[config.mk]
export PLATFORM = sky130hd
export DESIGN_NAME = joint_position_controller
export DESIGN_NICKNAME = d
export VERILOG_FILES = /design/src/rtl/joint_position_controller.sv
export SDC_FILE = /design/constraint.sdc
export NUM_CORES = 1
export LEC_CHECK = 0
export CAP_MARGIN = 20
export CORE_MARGIN = 5
export CORE_UTILIZATION = 64
export DETAILED_ROUTE_END_ITERATION = 16
export PLACE_DENSITY = 0.86
export SLEW_MARGIN = 30
export SYNTH_ARGS = -nofsm -noshare
export SYNTH_HDL_FRONTEND = slang
export SYNTH_SLANG_ARGS = --single-unit
[constraint.sdc]
create_clock -name clk -period 12.75 [get_ports clk]
set_clock_uncertainty 0.2 [all_clocks]
set_input_delay 2.55 -clock clk [delete_from_list [all_inputs] [get_ports clk]]
set_output_delay 2.55 -clock clk [all_outputs]
set_load 0.005 [all_outputs]
[src/rtl/joint_position_controller.sv]
// Bang-bang position controller for one SCARA joint: filters the encoder degree bus and drives
// turn_left/turn_right along the shortest wrapped path, with reversal dead time and stall detection.
//
// state   | meaning
// --------+-----------------------------------------------------------------
// S_IDLE  | motor off, waiting for enable with the joint away from target
// S_DEAD  | motor off, dead-time down-counter running before driving pending_dir
// S_DRIVE | exactly one motor line high per last_dir, stall counter running
// S_FAULT | stall detected, motor off until fault_clear
module joint_position_controller #(
  parameter int NUM_DEG      = 90,
  parameter int DEADBAND     = 0,
  parameter int DEAD_CYCLES  = 1000,
  parameter int STALL_CYCLES = 5000000
) (
  input  logic       clk,
  input  logic       reset,
  input  logic [6:0] enc_degree,
  input  logic [6:0] target_deg,
  input  logic       target_valid,
  input  logic       enable,
  input  logic       fault_clear,
  output logic       turn_left,
  output logic       turn_right,
  output logic       busy,
  output logic       done,
  output logic       at_target,
  output logic       cmd_error,
  output logic       fault,
  output logic [6:0] cur_deg
);

  localparam int DEAD_W  = $clog2(DEAD_CYCLES + 1);
  localparam int STALL_W = $clog2(STALL_CYCLES + 1);

  localparam logic [6:0]         NUM7       = 7'(NUM_DEG);
  localparam logic [7:0]         NUM8       = 8'(NUM_DEG);
  localparam logic [7:0]         DB8        = 8'(DEADBAND);
  localparam logic [7:0]         HALF8      = 8'(NUM_DEG / 2);
  localparam logic [7:0]         ARRIVE_HI8 = 8'(NUM_DEG - DEADBAND);
  localparam logic [DEAD_W-1:0]  DEAD_LOAD  = DEAD_W'(DEAD_CYCLES - 1);
  localparam logic [STALL_W-1:0] STALL_LAST = STALL_W'(STALL_CYCLES - 1);

  typedef enum logic [1:0] {S_IDLE, S_DEAD, S_DRIVE, S_FAULT} state_t;
  typedef enum logic [1:0] {DIR_NONE, DIR_LEFT, DIR_RIGHT} dir_t;

  state_t               state, state_nxt;
  dir_t                 last_dir, dir_nxt;
  dir_t                 pending_dir, pend_nxt;
  dir_t                 want_dir;
  logic [DEAD_W-1:0]    dead_cnt, dead_nxt;
  logic [STALL_W-1:0]   stall_cnt, stall_nxt;
  logic [6:0]           enc_s1, enc_s2;
  logic [6:0]           target;
  logic [7:0]           diff;
  logic                 enc_load, cur_chg, arrived, done_nxt, stall_trip, accept, tgt_ok;

  // Comparing the two synchroniser stages gives the 3-clock bus-to-cur_deg latency while
  // still requiring a value to be seen on two consecutive clocks before it is trusted.
  assign enc_load = (enc_s1 == enc_s2) && (enc_s2 < NUM7);
  assign cur_chg  = enc_load && (enc_s2 != cur_deg);

  always_ff @(posedge clk or posedge reset) begin
    if (reset) begin
      enc_s1  <= '0;
      enc_s2  <= '0;
      cur_deg <= '0;
    end else begin
      enc_s1 <= enc_degree;
      enc_s2 <= enc_s1;
      if (enc_load) cur_deg <= enc_s2;
    end
  end

  always_comb begin
    diff = ({1'b0, target} >= {1'b0, cur_deg}) ? ({1'b0, target} - {1'b0, cur_deg})
                                               : ({1'b0, target} + NUM8 - {1'b0, cur_deg});
    arrived  = (diff <= DB8) || (diff >= ARRIVE_HI8);
    want_dir = (diff <= HALF8) ? DIR_RIGHT : DIR_LEFT;
  end

  always_comb begin
    state_nxt  = state;
    dir_nxt    = last_dir;
    pend_nxt   = pending_dir;
    dead_nxt   = dead_cnt;
    stall_nxt  = '0;
    done_nxt   = 1'b0;
    stall_trip = 1'b0;
    case (state)
      S_IDLE: begin
        if (enable && !arrived) begin
          state_nxt = S_DEAD;
          pend_nxt  = want_dir;
          dead_nxt  = DEAD_LOAD;
        end
      end
      S_DEAD: begin
        if (!enable) begin
          state_nxt = S_IDLE;
        end else if (arrived) begin
          state_nxt = S_IDLE;
          done_nxt  = 1'b1;
        end else if (want_dir != pending_dir) begin
          pend_nxt = want_dir;
          dead_nxt = DEAD_LOAD;
        end else if (dead_cnt == '0) begin
          state_nxt = S_DRIVE;
          dir_nxt   = pending_dir;
        end else begin
          dead_nxt = dead_cnt - 1'b1;
        end
      end
      S_DRIVE: begin
        // Arrival outranks a stall timeout landing on the same clock.
        if (!enable) begin
          state_nxt = S_IDLE;
        end else if (arrived) begin
          state_nxt = S_IDLE;
          done_nxt  = 1'b1;
        end else if ((stall_cnt == STALL_LAST) && !cur_chg) begin
          state_nxt  = S_FAULT;
          stall_trip = 1'b1;
        end else if (want_dir != last_dir) begin
          state_nxt = S_DEAD;
          pend_nxt  = want_dir;
          dead_nxt  = DEAD_LOAD;
        end else begin
          stall_nxt = cur_chg ? '0 : stall_cnt + 1'b1;
        end
      end
      S_FAULT: begin
        if (fault_clear) begin
          state_nxt = S_IDLE;
          dir_nxt   = DIR_NONE;
        end
      end
      default: state_nxt = S_IDLE;
    endcase
  end

  // A command arriving on the clock a stall trips is dropped along with any error report.
  assign accept = (state != S_FAULT) && !stall_trip;
  assign tgt_ok = target_deg < NUM7;

  always_ff @(posedge clk or posedge reset) begin
    if (reset) begin
      state       <= S_IDLE;
      last_dir    <= DIR_NONE;
      pending_dir <= DIR_NONE;
      dead_cnt    <= '0;
      stall_cnt   <= '0;
      target      <= '0;
      turn_left   <= 1'b0;
      turn_right  <= 1'b0;
      busy        <= 1'b0;
      done        <= 1'b0;
      at_target   <= 1'b0;
      cmd_error   <= 1'b0;
      fault       <= 1'b0;
    end else begin
      state       <= state_nxt;
      last_dir    <= dir_nxt;
      pending_dir <= pend_nxt;
      dead_cnt    <= dead_nxt;
      stall_cnt   <= stall_nxt;
      if (target_valid && accept && tgt_ok) target <= target_deg;
      cmd_error   <= target_valid && accept && !tgt_ok;
      turn_left   <= (state_nxt == S_DRIVE) && (dir_nxt == DIR_LEFT);
      turn_right  <= (state_nxt == S_DRIVE) && (dir_nxt == DIR_RIGHT);
      busy        <= (state_nxt == S_DEAD) || (state_nxt == S_DRIVE);
      fault       <= (state_nxt == S_FAULT);
      done        <= done_nxt;
      at_target   <= arrived;
    end
  end

endmodule

After elaboration in Yosys (flattened, before gate mapping)
Index checks and enable logic that the tools add are counted.
{"block": "word_totals", "in_bits": 19, "out_inout_bits": 14, "regBits": 74, "wordCells": 123}
{"block": "op_classes", "n_eq_ne": 23, "add_sub_neg": 5, "muxes": 51, "magnitude_cmp": 6, "n_reduce_logical": 22}
{"op": "23-bit 2-to-1 mux", "count": 6}
{"op": "10-bit 2-to-1 mux", "count": 9}
{"op": "2-bit 2-to-1 mux", "count": 24}
{"op": "10-bit one-hot mux with 3 select lines", "count": 1}
{"op": "23-bit by 1-bit adder with 23-bit output, second input constant", "count": 1}
{"op": "23-bit equality test, second input constant", "count": 1}
{"op": "2-bit inequality test, second input constant", "count": 9}
{"op": "9-bit AND reduction", "count": 2}
{"op": "7-bit less-than comparator, second input constant", "count": 2}
{"op": "2-bit equality test, second input constant", "count": 5}
{"op": "1-bit logical AND", "count": 10}
{"op": "10-bit logical NOT", "count": 1}
{"op": "10-bit by 1-bit subtractor with 10-bit output, second input constant", "count": 1}
{"op": "7-bit by 7-bit adder with 8-bit output, second input constant", "count": 1}
{"op": "8-bit by 7-bit >= comparator with 1-bit output, second input constant", "count": 1}
{"op": "8-bit by 1-bit <= comparator with 1-bit output, second input constant", "count": 1}
{"op": "8-bit by 6-bit <= comparator with 1-bit output, second input constant", "count": 1}
{"op": "8-bit 2-to-1 mux", "count": 1}
{"op": "2-bit one-hot mux with 4 select lines", "count": 1}
{"op": "7-bit by 7-bit subtractor with 8-bit output", "count": 1}
{"op": "8-bit by 7-bit subtractor with 8-bit output", "count": 1}
{"op": "7-bit equality test", "count": 1}
{"op": "7-bit >= comparator", "count": 1}
{"op": "1-bit 2-to-1 mux", "count": 7}
{"op": "11 further kinds", "count": 18}

Logic depth before layout (Yosys ltp)
Gate-level depths: netlist of run 1.
{"block": "depth", "ltp_word": 13, "mapped_depth": 19, "ltp_nobuf": 19}

Worst setup path after synthesis of run 1
Ideal clock, no wire load.
{"block": "synth_path", "path_type": "register to register", "startpoint": "register cur_deg[1]", "endpoint": "register turn_right", "path_stages_with_launch": 20, "path_slack_ns": 8.505, "setup_ns": 0.088, "arrival_time_ns": 3.957, "period_less_slack_ns": 4.245, "path_buffers": 0, "required_ns": 12.462, "cell_sequence": "dfrtp_1 inv_1 ha_1 inv_1 ha_1 inv_1 fa_1 nand2b_2 a21oi_4 mux2i_1 or4_4 or3_4 nand2_2 mux2i_1 a31oi_1 o31a_1 nand2_1 ha_1 inv_1 nor3b_1"}
{"block": "synth_between", "elab_chain_cells": 12, "word_cells_on_any_way": 33, "cone_classes": "2 x add/sub; 4 x order compare; 5 x eq/ne; 15 x mux; 7 x reduce/logical"}
{"element": "start: declaration", "line_no": "30", "source": "output logic [6:0] cur_deg"}
{"element": "start signal: assignment", "line_no": "71", "source": "if (enc_load) cur_deg <= enc_s2;"}
{"element": "8-bit by 7-bit subtractor with 8-bit output, or another cell as far along", "line_no": "77", "source": ": ({1'b0, target} + NUM8 - {1'b0, cur_deg});"}
{"element": "8-bit 2-to-1 mux", "line_no": "76", "source": "diff = ({1'b0, target} >= {1'b0, cur_deg}) ? ({1'b0, target} - {1'b0, cur_deg})"}
{"element": "8-bit by 6-bit <= comparator with 1-bit output", "line_no": "79", "source": "want_dir = (diff <= HALF8) ? DIR_RIGHT : DIR_LEFT;"}
{"element": "2-bit 2-to-1 mux", "line_no": "79"}
{"element": "2-bit inequality test", "line_no": "124", "source": "end else if (want_dir != last_dir) begin"}
{"element": "2-bit 2-to-1 mux", "line_no": "124"}
{"element": "2-bit 2-to-1 mux", "line_no": "121", "source": "end else if ((stall_cnt == STALL_LAST) && !cur_chg) begin"}
{"element": "2-bit 2-to-1 mux", "line_no": "118", "source": "end else if (arrived) begin"}
{"element": "2-bit 2-to-1 mux", "line_no": "116", "source": "if (!enable) begin"}
{"element": "2-bit one-hot mux with 4 select lines *", "line_no": "90", "source": "case (state)"}
{"element": "named net state_nxt[1]", "line_no": "47", "source": "state_t state, state_nxt;"}
{"element": "2-bit equality test *", "line_no": "170", "source": "turn_right <= (state_nxt == S_DRIVE) && (dir_nxt == DIR_RIGHT);"}
{"element": "1-bit logical AND *", "line_no": "170"}
{"element": "end signal: assignment", "line_no": "170"}
{"element": "end: declaration", "line_no": "24", "source": "output logic turn_right,"}
The timed path passes the listed nets; every way through them passes the cells marked *.
A chain may end at the register's enable or synchronous reset.

Final worst setup path of run 1
Same ends and word-level chain as after synthesis.

==> out/qor.txt, run 1 <==
Status: finished, final reports clean
Max-slew headroom: 53.9%
Sequential fraction of the synthesis area: 41.1%
Crit-path max FO: 8
Sum Neg Setup Slack: 0 ns
Die H: 94.0 um
IO Port Bufs: 32
RSZ-0062 raised after global routing: no
ANT nets after route: 0
Initial Util: 66.0%
Gpl congestion: 0.868
Hold_sp: enc_s1[0]$_DFF_PP0_
Critical Path Max Stage Delay: 0.53 ns
Final hold violation count: 0
GRT Overall Usage: 23.1%
Synthesized flop and latch total: 74
Hold Path Stages: 0
Via count: 3518
Grt total ovfl: 0
Antenna violations before repair: 0
# hold bufs at CTS: 0
Top-count cell post-synth: dfrtp_1
Worst r2r dst: turn_right$_DFF_PP0_
Routed WL per cell: 16.1 um
Final Cell Area: 5090 um^2
Net count, final: 543
H-tree Lvls: 3
Detailed Routing Iterations Pass 1: 5
Starting DRC count in detailed routing: 150
R2R Setup Slk: 8.04 ns
Critical setup path kind: reg -> reg
Crit path max-delay family: simple AND/OR/NAND/NOR gates
Power Density: 142 nW/um^2
Row Count: 30
Final setup violating endpoints: 0
Vias/cell: 5.92
CTS Sinks: 74
WHS Endpoint: enc_s2[0]$_DFF_PP0_
List of most frequent post-synthesis cells: dfrtp_1 (74), nor2_1 (45), inv_1 (39)
Worst-path clk slew: 0.07 ns
Synth warn: 0
Top cells by area, synth: dfrtp_1 (41%), ha_1 (6.9%), xnor2_1 (4.7%)
Worst Tran Pin Value: 0.690 ns
Width of the die: 94.0 um
Post-synth cell types: 71
Max-Cap Viols: 0
Hold crit path type: reg -> reg
Area post-placement: 4920 um^2
First-pass GRT wire length: 16.0 mm
CTS tree: yes
Yosys top cell area share: 41.1%
Worst vdd ir: 0.0837 mV
Worst setup SP type: register
Number of enable flip-flop cells after synthesis: 0
Worst reg2reg path depth: 19
Clock buffer depth: 2
Ys flop type: dfrtp_1
Layout area overhead: 12.8%
Cells along the critical path: inv_1 > ha_1 > inv_1 > ha_1 > inv_1 > fa_1 > nand2b_2 > a21oi_4 > mux2i_1 > or4_4 > or3_4 > nand2_2 > mux2i_1 > a31oi_1 > o31a_1 > nand2_1 > ha_1 > inv_1 > nor3b_1
Slowest cell on the critical path: or4_4
Static Leak: 2.14 nW
Cell mode on critical path: inv_1
CP bufs+invs: 4
Yosys top cell by area: dfrtp_1
Syn Nets: 506
Max Slew Vio Count: 0
Fmax: 212 MHz
CTS root buf: clkbuf_8
Asr flop ratio synth: 100%
CP Capture Type: register
# IOs: 33
# resized after CTS: 0
Mean Syn Cell Area: 9.85 um^2
HPWL after detailed placement: 7.03 mm
Fin crit share: 36.9%
Synth Instances: 458
Post-CTS Setup Inserts: 0
Final min period: 4.71 ns
Clock insertion delay at the later pin of the skew report: 0.34 ns
Crit path arrival time: 4.77 ns
Core area: 6830 um^2
Required @ worst endpoint: 12.81 ns
Pin count of the biggest net entering global routing: 75
WL final: 9.58 mm
Mapped Area: 4510 um^2
Share of layout cells above drive strength 1: 9.04%
Number of remaining DRC errors: 0
CTS buffer count: 9
R2R Path Start: cur_deg[1]$_DFFE_PP0P_
Die Footprint: 8830 um^2
N_diodes: 0
Vias in the first global route: 3474
-- through the flow --
stage	utilization [%]	std cells	hold WS, ns	power [mW]	worst slack [ns]
finish	74.5	594	0.193	0.721	8.04
detailed placement	72.1	580	0.179	0.568	8.11
floorplan	-	458	0.167	0.496	8.12
global route	74.5	594	0.212	0.769	7.77
global placement	72.1	580	0.179	0.555	8.19
CTS	74.4	594	0.196	0.722	8.03
-- worst reg2reg max path: stages (launching register included) --
cell,delay [ns]
dfrtp_1,0.48
inv_1,0.09
ha_1,0.33
inv_1,0.07
ha_1,0.16
inv_1,0.05
fa_1,0.40
nand2b_2,0.22
a21oi_4,0.16
mux2i_1,0.09
or4_4,0.53
or3_4,0.42
nand2_2,0.18
mux2i_1,0.28
a31oi_1,0.15
o31a_1,0.29
nand2_1,0.10
ha_1,0.16
inv_1,0.07
nor3b_1,0.19
-- area by class of cell --
type                       count  area, um^2
clock buffer                  11         141
clock inverter                 3        17.5
fill                         491        1740
inverter                      39         146
multi-input combinational    337        2470
sequential                    74        1850
tap                           96         120
timing repair buffer          34         339
-- where the power goes --
group | switching [mW] | internal (mW) | total, mW
registers | 0.0175 | 0.254 | 0.272
clock network | 0.0799 | 0.0731 | 0.153
logic | 0.167 | 0.129 | 0.297
-- sequential cells by signal, indices dropped and copies added (netlist names) --
register and count:
last_dir 2, cur_deg 7, at_target 1, state 2, done 1, enc_s2 7, cmd_error 1, fault 1
busy 1, stall_cnt 23, target 7, dead_cnt 10, turn_left 1, pending_dir 2, enc_s1 7, turn_right 1
-- cells by family after synthesis --
logic type	share of synthesized area (%)
mux	4.05
xor+xnor	8.35
flops	41.1
fa+ha+maj	8.71
compound gates	13.5
simple gates	20.1
buf+inv	4.30
-- routing by layer --
layer	track usage, %	part of all wire, %	up-vias	wire length [um]
met2	40.0	51	103	4870
met3	4.81	4.3	18	408
met1	28.7	43	1724	4130
met5	0	0	-	0
li1	-	-	1673	-
met4	7.34	1.8	0	174
-- placed cells by master, fill, tap and decap left out, types with 8 or more instances in the layout --
cell type        count
dfrtp_1             74
nor2_1              45
inv_1               38
nand2_1             33
clkdlybuf4s50_1     32
ha_1                25
xnor2_1             24
xor2_1              19
o21ai_0             17
nand3_1             13
a21oi_1             12
nor2b_1             11
mux2_2              10
clkbuf_8            10
a31oi_1              8
nand4_1              8
and3_1               8
-- worst max-delay path by stage --
stage                           start                   end  slack (ns)  cells after the start
5_1_grt        cur_deg[1]$_DFFE_PP0P_  turn_right$_DFF_PP0_        7.77                     19
4_1_cts        cur_deg[1]$_DFFE_PP0P_  turn_right$_DFF_PP0_        8.03                     19
6_report       cur_deg[1]$_DFFE_PP0P_  turn_right$_DFF_PP0_        8.04                     19
3_5_place_dp   cur_deg[1]$_DFFE_PP0P_  turn_right$_DFF_PP0_        8.11                     19
3_3_place_gp   cur_deg[1]$_DFFE_PP0P_  turn_right$_DFF_PP0_        8.19                     19
2_1_floorplan                   reset   at_target$_DFF_PP0_        8.12                      1
No activity file was read; power rests on OpenSTA's default activity.
==> inputs of run 2 (changes only) <==
- CORE_UTILIZATION: 64 -> 59
- PLACE_DENSITY: 0.86 -> 0.8
- clock period: 12.75 -> 4.63 ns (I/O delays scaled with it)
==> out/qor.txt, run 2 (synthesis gave the netlist of run 1 again) <==
IO Port Bufs: 32 (unchanged)
CTS root buf: clkbuf_8
Crit path depth: 19 (unchanged)
R2R Setup Slk: 0.31 ns (-7.73 ns)
Die Footprint: 9490 um^2 (+7.6%)
CTS Sinks: 74 (unchanged)
Hold_sp: enc_s1[5]$_DFF_PP0_
Status: finished, final reports clean
Sum Neg Setup Slack: 0 ns (unchanged)
Required @ worst endpoint: 4.69 ns (-8.12 ns)
Clock insertion delay at the later pin of the skew report: 0.34 ns (about the same)
Core area: 7330 um^2 (+7.3%)
Grt total ovfl: 0 (unchanged)
Fmax: 232 MHz (+9.1%)
Routed length on met2: 4.53 mm (-6.9%)
Vias in the first global route: 3431 (-1.2%)
HPWL after detailed placement: 7.10 mm (+1.1%)
Worst vdd ir: 0.248 mV (+200%)
# resized after CTS: 0 (unchanged)
Final setup violating endpoints: 0 (unchanged)
Die H: 97.4 um (+3.7%)
Clock buffer depth: 2 (unchanged)
CP Capture Type: register
# IOs: 33 (unchanged)
N_diodes: 0 (unchanged)
Slowest cell on the critical path: or4_4
Fin crit share: 93.2% (+56 points)
Crit path arrival time: 4.38 ns (-0.39 ns)
Area post-placement: 4960 um^2 (+0.74%)
Min setup slack post-route: 0.313 ns (-7.73 ns)
Static Leak: 2.17 nW (+1.2%)
Worst reg2reg path depth: 19 (unchanged)
CTS tree: yes
# hold bufs at CTS: 0 (unchanged)
Max Used Layer: met4
First-pass GRT wire length: 16.0 mm (about the same)
Total power draw: 2.02 mW (+180%)
CTS buffer count: 9 (unchanged)
Post-CTS Setup Inserts: 0 (unchanged)
Worst setup SP type: register
Fill cells: 557 (+13%)
Power Density: 393 nW/um^2 (+180%)
Row Count: 31 (+3.3%)
Top Registers: stall_cnt (23), dead_cnt (10)
Final hold violation count: 0 (unchanged)
Vias/cell: 5.67 (-4.3%)
Biggest register: stall_cnt
Width of the die: 97.4 um (+3.7%)
Final Cell Area: 5150 um^2 (+1.2%)
Share of layout cells above drive strength 1: 10.5% (+1.5 points)
Cell mode on critical path: inv_1
Detailed Routing Iterations Pass 1: 4 (-1)
Most common cell after layout, fill and taps aside: dfrtp_1
Initial Util: 61.5% (-4.5 points)
Fin util: 70.3% (-4.2 points)
Via count: 3416 (-2.9%)
H-tree Lvls: 3 (unchanged)
Met3 wire len: 232 um (-43%)
Crit path max-delay family: simple AND/OR/NAND/NOR gates
Cells along the critical path: inv_1 > ha_1 > inv_1 > ha_1 > inv_1 > fa_1 > nand2b_2 > a21oi_4 > mux2i_1 > or4_4 > or3_4 > nand2_4 > mux2i_2 > a31oi_1 > o31a_1 > nand2_1 > ha_1 > inv_1 > nor3b_1
R2R Path Start: cur_deg[1]$_DFFE_PP0P_
Inst Count DP: 587 (+1.2%)
Routed WL per cell: 15.2 um (-5.5%)
RSZ-0062 raised after global routing: no
Max Slew Vio Count: 0 (unchanged)
Max-Cap Viols: 0 (unchanged)
Crit-path max FO: 8 (unchanged)
Hold Path Stages: 0 (unchanged)
Final hold slack: 0.197 ns (+0.00421 ns)
Number of remaining DRC errors: 0 (unchanged)
Worst-path clk slew: 0.08 ns (about the same)
Final min period: 4.32 ns (-0.393 ns)
Net count, final: 547 (+0.74%)
WHS Endpoint: enc_s2[5]$_DFF_PP0_
Pin count of the biggest net entering global routing: 53 (-29%)
GRT Overall Usage: 20.6% (-2.5 points)
Layout area overhead: 14.2%
CP bufs+invs: 4 (unchanged)
Critical Path Max Stage Delay: 0.53 ns (about the same)
M1 WL: 4.28 mm (+3.7%)
Largest register FFs: 23 (unchanged)
Worst r2r dst: turn_right$_DFF_PP0_
Max-slew headroom: 59.7% (+5.7 points)
Most frequent cells in the layout: dfrtp_1 (74), nor2_1 (45), inv_1 (38), nand2_1 (33), clkdlybuf4s50_1 (32)
Antenna violations before repair: 0 (unchanged)
Hold crit path type: reg -> reg
Worst Tran Pin Value: 0.605 ns (-0.0846 ns)
WL final: 9.19 mm (-4.0%)
Gpl congestion: 0.943 (+8.6%)
Starting DRC count in detailed routing: 106 (-29%)
ANT nets after route: 0 (unchanged)
Critical setup path kind: reg -> reg
Fin cells: 603 (+1.5%)
Post-place setup slack: 0.258 ns (-7.85 ns)
[run 2: per-layer routing]
| metal | vias up | GRT usage, % |
|---|---|---|
| met4 | 0 | 6.71 |
| met2 | 44 | 33.8 |
| met1 | 1672 | 27.4 |
| met5 | - | 0 |
| li1 | 1687 | - |
| met3 | 13 | 3.95 |
[run 2: worst reg2reg max path, stage by stage (launching register included)]
cell	delay, ns
dfrtp_1	0.34
inv_1	0.06
ha_1	0.32
inv_1	0.07
ha_1	0.16
inv_1	0.06
fa_1	0.39
nand2b_2	0.21
a21oi_4	0.15
mux2i_1	0.09
or4_4	0.53
or3_4	0.43
nand2_4	0.14
mux2i_2	0.25
a31oi_1	0.11
o31a_1	0.27
nand2_1	0.09
ha_1	0.14
inv_1	0.05
nor3b_1	0.17
[run 2: how the worst max path moves through the flow]
| stage | from | end |
|---|---|---|
| final | cur_deg[1]$_DFFE_PP0P_ | turn_right$_DFF_PP0_ |
| after global routing | cur_deg[1]$_DFFE_PP0P_ | turn_right$_DFF_PP0_ |
| after CTS | cur_deg[1]$_DFFE_PP0P_ | turn_left$_DFF_PP0_ |
| after detailed placement | cur_deg[1]$_DFFE_PP0P_ | turn_left$_DFF_PP0_ |
| after global placement | cur_deg[1]$_DFFE_PP0P_ | turn_right$_DFF_PP0_ |
| after floorplan | cur_deg[1]$_DFFE_PP0P_ | turn_right$_DFF_PP0_ |
[run 2: area by class of cell]
cell class,count,area (um^2),share of cell area (%)
multi-input cells,337,2480,48.2
flip-flops and latches,74,1850,36.0
clock buffers,10,138,2.67
clock inverters,6,42.5,0.826
repair buffers,38,365,7.09
well taps,99,124,2.41
inverters,39,149,2.89
[run 2: power by group]
part	total, mW	internal [mW]	switching (mW)	leakage [nW]
logic	0.827	0.367	0.460	1.15
registers	0.743	0.699	0.0438	0.930
clock network	0.455	0.209	0.246	0.0882
total	2.02	1.28	0.749	2.17
==> inputs of run 3 (changes only) <==
- ABC_AREA: default -> 1
- CORE_UTILIZATION: 59 -> 60
- PLACE_DENSITY: 0.8 -> 0.81
==> out/qor.txt, run 3 <==
Largest register FFs: 23 (unchanged)
Static Leak: 2.63 nW (+21%)
GRT Overall Usage: 20.8% (+0.20 points)
First-pass GRT wire length: 16.9 mm (+5.8%)
Synth warn: 0 (unchanged)
# IOs: 33 (unchanged)
Number of enable flip-flop cells after synthesis: 0 (unchanged)
Initial Util: 61.3% (-0.20 points)
RSZ-0062 raised after global routing: no
CTS Sinks: 74 (unchanged)
Mean Syn Cell Area: 7.69 um^2 (-22%)
Gpl congestion: 0.860 (-8.7%)
Crit path arrival time: 3.98 ns (-0.40 ns)
Fill cells: 638 (+15%)
Final min period: 3.94 ns (-0.381 ns)
Top cells by area, synth: dfrtp_1 (39%), nand2_1 (12%), inv_1 (7.8%)
Crit-path max FO: 23 (+15)
Routed WL per cell: 12.5 um (-18%)
HPWL after detailed placement: 7.23 mm (+1.8%)
Power Density: 582 nW/um^2 (+48%)
ANT nets after route: 0 (unchanged)
Hold crit path type: reg -> reg
Critical setup path kind: reg -> reg
Most frequent cells in the layout: nand2_1 (152), inv_1 (97), dfrtp_1 (74), nor2_1 (61), nand3_1 (54)
Max-slew headroom: 49.2% (-10 points)
Layout area overhead: 12.8%
Sequential fraction of the synthesis area: 39.3% (-1.8 points)
Combinational cell fraction of total power: 56.6% (+16 points)
Fmax: 254 MHz (+9.7%)
Slowest cell on the critical path: nand4_2
Hold Path Stages: 0 (unchanged)
Most common cell after layout, fill and taps aside: nand2_1
N_diodes: 0 (unchanged)
Worst-path clk slew: 0.08 ns (about the same)
Asr flop ratio synth: 100% (unchanged)
Via count: 3945 (+15%)
Crit path max-delay family: simple AND/OR/NAND/NOR gates
Worst vdd ir: 0.249 mV (+0.24%)
Status: finished, final reports clean
Sequential Power Share: 27.9% (-8.8 points)
Crit path depth: 19 (unchanged)
Critical Path Max Stage Delay: 0.48 ns (-0.05 ns)
Synthesized flop and latch total: 74 (unchanged)
NetSw: 1.47 mW (+96%)
Die Footprint: 9730 um^2 (+2.5%)
Worst reg2reg path depth: 19 (unchanged)
Area post-placement: 5130 um^2 (+3.4%)
Number of remaining DRC errors: 0 (unchanged)
Clock insertion delay at the later pin of the skew report: 0.34 ns (about the same)
H-tree Lvls: 3 (unchanged)
Share of layout cells above drive strength 1: 8.09% (-2.4 points)
Ys flop type: dfrtp_1
Width of the die: 98.6 um (+1.2%)
Clock buffer depth: 2 (unchanged)
Antenna violations before repair: 0 (unchanged)
Core area: 7690 um^2 (+4.9%)
Max Slew Vio Count: 0 (unchanged)
Mapped Area: 4710 um^2 (+4.5%)
Pin count of the biggest net entering global routing: 38 (-28%)
Vias in the first global route: 3834 (+12%)
Sum Neg Setup Slack: 0 ns (unchanged)
Pint: 1.62 mW (+27%)
Syn Nets: 661 (+31%)
Top Registers: stall_cnt (23), dead_cnt (10)
Final setup violating endpoints: 0 (unchanged)
Post-CTS Setup Inserts: 0 (unchanged)
Yosys top cell area share: 39.3% (-1.8 points)
Post-synth cell types: 47 (-34%)
Max-Cap Viols: 0 (unchanged)
Vias/cell: 5.21 (-8.0%)
Worst setup SP type: register
Required @ worst endpoint: 4.67 ns (-0.02 ns)
IO Port Bufs: 32 (unchanged)
Biggest register: stall_cnt
Final hold violation count: 0 (unchanged)
Final Cell Area: 5320 um^2 (+3.3%)
Detailed Routing Iterations Pass 1: 6 (+2)
CTS tree: yes
CTS root buf: clkbuf_8
Starting DRC count in detailed routing: 186 (+75%)
Net count, final: 698 (+28%)
Die H: 98.6 um (+1.2%)
List of most frequent post-synthesis cells: nand2_1 (152), inv_1 (98), dfrtp_1 (74)
Top-count cell post-synth: nand2_1
# resized after CTS: 0 (unchanged)
Fin crit share: 85.0% (-8.2 points)
# hold bufs at CTS: 0 (unchanged)
Yosys top cell by area: dfrtp_1
Row Count: 32 (+3.2%)
Synth Instances: 613 (+34%)
CTS buffer count: 9 (unchanged)
Worst Tran Pin Value: 0.761 ns (+0.155 ns)
Clock power share: 15.5% (-7.0 points)
Cells along the critical path: inv_1 > ha_1 > inv_1 > ha_1 > inv_1 > fa_1 > o21ai_0 > nand2_1 > nand2_1 > nand2_1 > nand3_1 > nand2_1 > nor2_4 > nand2_2 > o21ai_2 > nand2_2 > inv_1 > nand4_2 > nor3b_1
WL final: 9.48 mm (+3.2%)
CP bufs+invs: 4 (unchanged)
Sw Share: 47.5% (+10 points)
Grt total ovfl: 0 (unchanged)
CP Capture Type: register
[run 3: cells by family after synthesis]
group           after synthesis  synth area share, %
simple gates                320                 30.8
buf+inv                     108                 9.10
flops                        74                 39.3
compound gates               50                 6.45
xor+xnor                     31                 5.76
fa+ha+maj                    29                 8.33
mux                           1                0.239
[run 3: routing by layer]
layer / share of wire, % / GRT usage, % / wire (um) / up-vias
met3: 4.6 / 4.39 / 436 / 7
met5: 0 / 0 / 0 / -
met2: 47 / 33.9 / 4460 / 89
met4: 0.83 / 4.73 / 79 / 0
met1: 48 / 28.7 / 4510 / 1848
li1: - / - / - / 2001
[run 3: worst paths after layout]
kind | start | end | slack (ns)
min in group asynchronous | reset | enc_s1[2]$_DFF_PP0_ | 0.83
worst min-delay path | enc_s1[2]$_DFF_PP0_ | enc_s2[2]$_DFF_PP0_ | 0.18
worst max-delay path | cur_deg[1]$_DFFE_PP0P_ | stall_cnt[2]$_DFF_PP0_ | 0.69
worst min register to register | enc_s1[2]$_DFF_PP0_ | enc_s2[2]$_DFF_PP0_ | 0.18
max in group asynchronous | reset | last_dir[0]$_DFF_PP0_ | 2.58
worst max register to register | cur_deg[1]$_DFFE_PP0P_ | stall_cnt[2]$_DFF_PP0_ | 0.69
[run 3: power groups by stage]
stage | sequential, mW | combinational, mW | clock [mW]
after floorplan | 0.855 | 1.40 | 0
after global placement | 0.870 | 1.69 | 0
after detailed placement | 0.876 | 1.73 | 0
after CTS | 0.863 | 1.75 | 0.487
after global routing | 0.880 | 2.00 | 0.518
final | 0.864 | 1.75 | 0.478
[run 3: per-stage QoR]
step           power [mW]  hold WS, ns  std cells  setup WS (ns)  utilization, %
6_report             3.09        0.180        757          0.694            69.2
3_5_place_dp         2.61        0.161        741          0.719            66.7
3_3_place_gp         2.56        0.159        741          0.899            66.7
5_1_grt              3.40        0.185        757          0.310            69.2
4_1_cts              3.10        0.180        757          0.697            69.2
2_1_floorplan        2.25        0.154        613           1.25               -
[run 3: layout make-up]
cell class                 instances  area (um^2)  share of cell area [%]
sequential                        74         1850                    34.8
inverter                          99          372                    6.99
timing repair buffer              35          343                    6.45
tap                              102          128                    2.40
multi-input combinational        431         2430                    45.8
clock inverter                     5         38.8                   0.729
clock buffer                      11          151                    2.85
